### src/rtl/traffic_pkg.sv
// traffic_pkg: controller state encoding and round-robin phase search
package traffic_pkg;
    typedef enum logic [1:0] {ALL_RED, GREEN, YELLOW, FLASH} state_e;
    function automatic int rr_next(input logic [7:0] req, input int cur, input int n);
        int idx;
        logic found;
        rr_next = cur;
        found = 1'b0;
        for (int k = 1; k <= 8; k++) begin
            idx = (cur + k) % n;
            if (k <= n && !found && req[3'(idx)]) begin
                rr_next = idx;
                found = 1'b1;
            end
        end
    endfunction
endpackage

### src/rtl/phase_timer.sv
// phase_timer: saturating tick counter with synchronous clear
module phase_timer #(
    parameter int CNT_W = 8
) (
    input  logic             clk,
    input  logic             reset,
    input  logic             tick_i,
    input  logic             clr_i,
    output logic [CNT_W-1:0] count_o
);
    logic [CNT_W-1:0] count_q, count_d;
    always_comb count_d = clr_i ? '0 : (tick_i && ~&count_q) ? count_q + 1'b1 : count_q;
    always_ff @(posedge clk) count_q <= reset ? '0 : count_d;
    assign count_o = count_q;
endmodule

### src/rtl/traffic_phase_ctrl.sv
// traffic_phase_ctrl: N-phase intersection controller with request latching, extension, recall and flash
module traffic_phase_ctrl
    import traffic_pkg::*;
#(
    parameter int N_PHASES      = 4,
    parameter int CNT_W         = 8,
    parameter int GREEN_MIN     = 5,
    parameter int GREEN_MAX     = 10,
    parameter int YELLOW_T      = 2,
    parameter int ALLRED_T      = 1,
    parameter int DEFAULT_PHASE = 0
) (
    input  logic                        clk,
    input  logic                        reset,
    input  logic                        tick_i,
    input  logic [N_PHASES-1:0]         sensor_i,
    input  logic                        maint_flash_i,
    output logic [N_PHASES-1:0]         green_o,
    output logic [N_PHASES-1:0]         yellow_o,
    output logic [N_PHASES-1:0]         red_o,
    output logic [$clog2(N_PHASES)-1:0] active_phase_o,
    output logic [N_PHASES-1:0]         pending_o,
    output logic                        flash_o
);
    localparam int AW = $clog2(N_PHASES);
    localparam logic [N_PHASES-1:0] ONE = {{(N_PHASES-1){1'b0}}, 1'b1};
    localparam logic [AW-1:0] DEF = AW'(DEFAULT_PHASE);
    localparam logic [CNT_W-1:0] T_AR = CNT_W'(ALLRED_T);
    localparam logic [CNT_W-1:0] T_GMIN = CNT_W'(GREEN_MIN);
    localparam logic [CNT_W-1:0] T_GMAX = CNT_W'(GREEN_MAX);
    localparam logic [CNT_W-1:0] T_Y = CNT_W'(YELLOW_T);
    state_e state_q, state_d;
    logic [AW-1:0] act_q, act_d, nxt_q, nxt_d;
    logic [N_PHASES-1:0] pend_q, pend_d, act_oh, other, req, clr;
    logic fph_q, fph_d, recall;
    logic [CNT_W-1:0] count;
    phase_timer #(.CNT_W(CNT_W)) u_timer (
        .clk    (clk),
        .reset  (reset),
        .tick_i (tick_i),
        .clr_i  (state_d != state_q),
        .count_o(count)
    );
    assign act_oh = ONE << act_q;
    always_comb begin
        other = pend_q & ~act_oh;
        recall = act_q != DEF && other == '0 && !sensor_i[act_q];
        req = recall ? other | (ONE << DEF) : other;
        state_d = state_q;
        act_d = act_q;
        nxt_d = nxt_q;
        clr = '0;
        fph_d = (state_q == FLASH && tick_i) ? ~fph_q : fph_q;
        if (maint_flash_i) state_d = FLASH;
        else unique case (state_q)
            ALL_RED: if (count >= T_AR) begin
                state_d = GREEN;
                act_d = nxt_q;
                clr = ONE << nxt_q;
            end
            GREEN: if (count >= T_GMIN && req != '0 && (!sensor_i[act_q] || count >= T_GMAX)) begin
                state_d = YELLOW;
                nxt_d = AW'(rr_next(8'(req), int'(act_q), N_PHASES));
            end
            YELLOW: if (count >= T_Y) state_d = ALL_RED;
            FLASH: begin
                state_d = ALL_RED;
                nxt_d = DEF;
            end
        endcase
        pend_d = (pend_q | (sensor_i & ~(state_q == GREEN ? act_oh : '0))) & ~clr;
    end
    always_ff @(posedge clk) begin
        if (reset) begin
            state_q <= ALL_RED;
            act_q <= DEF;
            nxt_q <= DEF;
            pend_q <= '0;
            fph_q <= 1'b0;
        end else begin
            state_q <= state_d;
            act_q <= act_d;
            nxt_q <= nxt_d;
            pend_q <= pend_d;
            fph_q <= fph_d;
        end
    end
    assign green_o = state_q == GREEN ? act_oh : '0;
    assign yellow_o = state_q == YELLOW ? act_oh : '0;
    assign red_o = state_q == FLASH ? {N_PHASES{fph_q}} : ~(green_o | yellow_o);
    assign active_phase_o = act_q;
    assign pending_o = pend_q;
    assign flash_o = state_q == FLASH;
endmodule

### config.mk
export PLATFORM = sky130hd
export DESIGN_NAME = traffic_phase_ctrl
export DESIGN_NICKNAME = d
export VERILOG_FILES = /design/src/rtl/traffic_pkg.sv /design/src/rtl/phase_timer.sv /design/src/rtl/traffic_phase_ctrl.sv
export SDC_FILE = /design/constraint.sdc
export NUM_CORES = 1
export LEC_CHECK = 0
export CORE_MARGIN = 2
export CORE_UTILIZATION = 30
export CTS_BUF_LIST = sky130_fd_sc_hd__clkbuf_16
export DETAILED_ROUTE_END_ITERATION = 8
export PLACE_DENSITY = 0.55
export REMOVE_ABC_BUFFERS = 1
export SYNTH_ARGS = -nofsm -noshare
export SYNTH_HDL_FRONTEND = slang
export SYNTH_SLANG_ARGS = --single-unit
### constraint.sdc
create_clock -name clk -period 2.2 [get_ports clk]
set_clock_uncertainty 0.05 [all_clocks]
set_input_delay 0.55 -clock clk [delete_from_list [all_inputs] [get_ports clk]]
set_output_delay 0.55 -clock clk [all_outputs]
set_load 0.02 [all_outputs]
==> impl_metrics.yaml, run 1 <==
setup_path:
  cp_cell_sequence: "buf_6 > mux4_2 > nor4_4 > o21a_1 > mux2i_1 > a2111o_1 > o211ai_2"
  critPathLaunchType: "flop"
  cpPeakStageDelay_ns: 0.54
  end_kind: "flop"
  cp_num_buf_inv: 1
  path_max_fanout: 5
  worstPathRequired_ns: 2.34
  r2r_start: "active_phase_o[0]$_SDFFE_PP0P_"
  critical_path_class: "flop to flop"
  r2r_setup_slack_ns: 0.06
  slowest_stage: "mux4_2"
  r2r-end: "nxt_q[0]$_SDFFE_PP0P_"
  arrival_ns: 2.28
  crit_family: "compound AO/OA/AOI/OAI gates"
  reg2reg_depth: 7
die:
  core_um2: 4444
  rows: 24
  io_pins: 27
  die_height_um: 72.47
  start_util_pct: 31.64
  fp.dieW_um: 72.47
  die-area_um2: 5251
layout:
  final_cell_mix: "26 x buf_4, 19 x nor2_1, 17 x dfxtp_1"
  antenna_cells: 0
  mostFrequentLayoutCell: "buf_4"
  n_fill_cell: 445
  area_growth_pct: 46.17
  fin_cells: 276
  final_nets: 241
  final_layout_size_suffix_gt1_share_pct: 27.23
timing:
  fin_setup_tns_ns: 0
  fin_ws_ns: 0.05635
  period_share_pct: 97.44
  hold_viol: 0
  fmax_mhz: 466.5
  grt_setup_unrepaired: "yes"
  tightest_slew_ns: 0.4226
  slew_headroom_pct: 71.59
  layout_min_cycle_time_ns: 2.144
  hold-worst-slack_ns: 0.4861
  setup_viol: 0
  slew_viol_final: 0
clock_network:
  htreeDepth: 1
  cts_root_buf: "clkbuf_16"
  clkTransAtPathRegs_ns: 0.05
  clock_latency_ns: 0.25
  clock_path_buffers: 2
  cts_sinks: 19
  cts_tree: "done"
  cts-buffers-inserted: 3
power:
  p_int_uw: 696.3
  swShare_pct: 27.53
  seq_power_share_pct: 38.0
  clkPwrFrac_pct: 39.5
  power_leakage_uw: 0.0008859
  switchingPower_uw: 264.5
  ir_drop_uv: 271.7
  power_uw: 960.8
  p_comb_share_pct: 22.5
  powerDensity_nw_per_um2: 467.4
outcome:
  outcome: "finished, final reports clean"
hold_path:
  hold_end: "pending_o[2]$_SDFF_PP0_"
  hold_class: "flop to flop"
  holdPathStages: 2
  worstHoldStart: "pending_o[2]$_SDFF_PP0_"
synth:
  yosysSeqAreaShare_pct: 27.05
  synthArstFlopShare_pct: 0
  avgSynthCellArea_um2: 8.129
  synth-edff-count: 0
  synthesis.area_um2: 1406
  yosys_warnings: 0
  ys_ff_latch: 19
  synth_flop_cell: "dfxtp_1"
  netlist_instances: 173
  ys_types: 47
detailed_routing:
  topRoutingLayerUsed: "met4"
  finalWirelength_um: 3614
  drtIter0Drc: 68
  vias: 1372
  postRouteAntennaNets: 0
  drc: 0
  dr.pass1.iters: 4
  wl_per_cell_um: 13.09
  drt-vias-per-instance: 4.971
  wl_met1_um: 1814
  route.met3.wl_um: 171
  routed-wl-met2_um: 1536
placed_design:
  hpwlAfterDp_um: 2801
  place.gp.congestion: 0.7990
  port_buffers: 26
  dp.cells: 268
  dp_slack_ns: -0.4529
global_routing:
  grt_max_degree: 13
  grt_antenna_before_repair: 0
  grt-ovfl-total: 0
  grt_pass1_vias: 1265
  grt.total_usage_pct: 14.51
  grt_pass1_wl_um: 6072
job:
  drv.max_cap_violation_count: 0
[how the worst max path moves through the flow]
stage	end	startpoint	slack [ns]	cells after the start
after floorplan	nxt_q[0]$_SDFFE_PP0P_	active_phase_o[0]$_SDFFE_PP0P_	-0.40	8
after global placement	nxt_q[0]$_SDFFE_PP0P_	sensor_i[3]	-0.43	7
after detailed placement	nxt_q[1]$_SDFFE_PP0P_	sensor_i[2]	-0.45	6
after CTS	nxt_q[1]$_SDFFE_PP0P_	active_phase_o[0]$_SDFFE_PP0P_	-0.02	7
after global routing	nxt_q[0]$_SDFFE_PP0P_	active_phase_o[1]$_SDFFE_PP0P_	-0.08	8
final	nxt_q[0]$_SDFFE_PP0P_	active_phase_o[0]$_SDFFE_PP0P_	0.06	7
[Yosys cell counts (all sizes together) (4+ instances only)]
master  count  area share (%)
o21ai       6             2.1
o211ai      4             2.8
inv        17             4.5
a21oi      15             5.6
a311oi      4             2.5
clkbuf      4             1.1
xor2        5             3.1
dfxtp      19              27
nor4        6             4.6
ha          8             7.1
and2        5             2.2
nand2      15             4.0
nor2       19             5.1
mux2i       4             2.8
[per-layer routing]
| metal | GRT usage [%] | vias up |
|---|---|---|
| li1 | - | 712 |
| met1 | 20.51 | 611 |
| met2 | 21.71 | 41 |
| met3 | 1.250 | 8 |
| met5 | 0 | - |
| met4 | 8.025 | 0 |
[cells by family after synthesis]
logic type               share of synthesized area, %
AND/OR/NAND/NOR                                 27.85
buffers and inverters                           6.761
multiplexers                                    5.249
adder cells (fa/ha/maj)                         7.118
AO/OA/AOI/OAI                                   21.00
flip-flops                                      27.05
XOR/XNOR                                        4.982
[area by class of cell]
class	count	area [um2]	area share [%]
inverters	17	63.81	3.104
clock inverters	1	5.005	0.2435
flip-flops and latches	19	387.9	18.87
repair buffers	53	455.4	22.15
well taps	52	65.06	3.165
multi-input cells	131	1003	48.81
clock buffers	3	75.07	3.652
[metrics by stage]
step	util, %	cell area [um2]
after floorplan	-	1375
after global placement	42.15	1873
after detailed placement	42.15	1873
after CTS	44.31	1969
after global routing	46.26	2056
final	46.26	2056
[flip-flops by register name, indices dropped and copies added, names as in the netlist]
register,flops
nxt_q,2
fph_q,1
pending_o,4
u_timer.count_o,8
state_q,2
active_phase_o,2
[power groups by stage]
| stage | Sequential [uW] | Combinational [uW] | Clock, uW |
|---|---|---|---|
| after floorplan | 384 | 100 | 0 |
| after global placement | 374 | 201 | 0 |
| after detailed placement | 374 | 201 | 0 |
| after CTS | 365 | 199 | 387 |
| after global routing | 366 | 236 | 400 |
| final | 365 | 216 | 380 |
[worst min-delay path: cells and delay by family, from the launching register on]
family	cells	cell delay (ns)
DFF	1	0.32
AOI/OAI and AO/OA	2	0.16
[repair_timing]
| item | CTS | global route |
|---|---|---|
| pin swaps | 6 | 7 |
| setup buffers | 0 | 4 |
| gates cloned | 0 | 0 |
| endpoints found under the setup margin | 22 | 13 |
| hold buffers | 0 | 0 |
| resized for setup | 34 | 16 |
(Power assumes the default switching activity.)
==> run 2, diff against run 1 <==
Settings changed: ABC_AREA from default to 0.
==> results of run 2 <==
No change in the layout: final DEF, timing and power equal those of run 1.
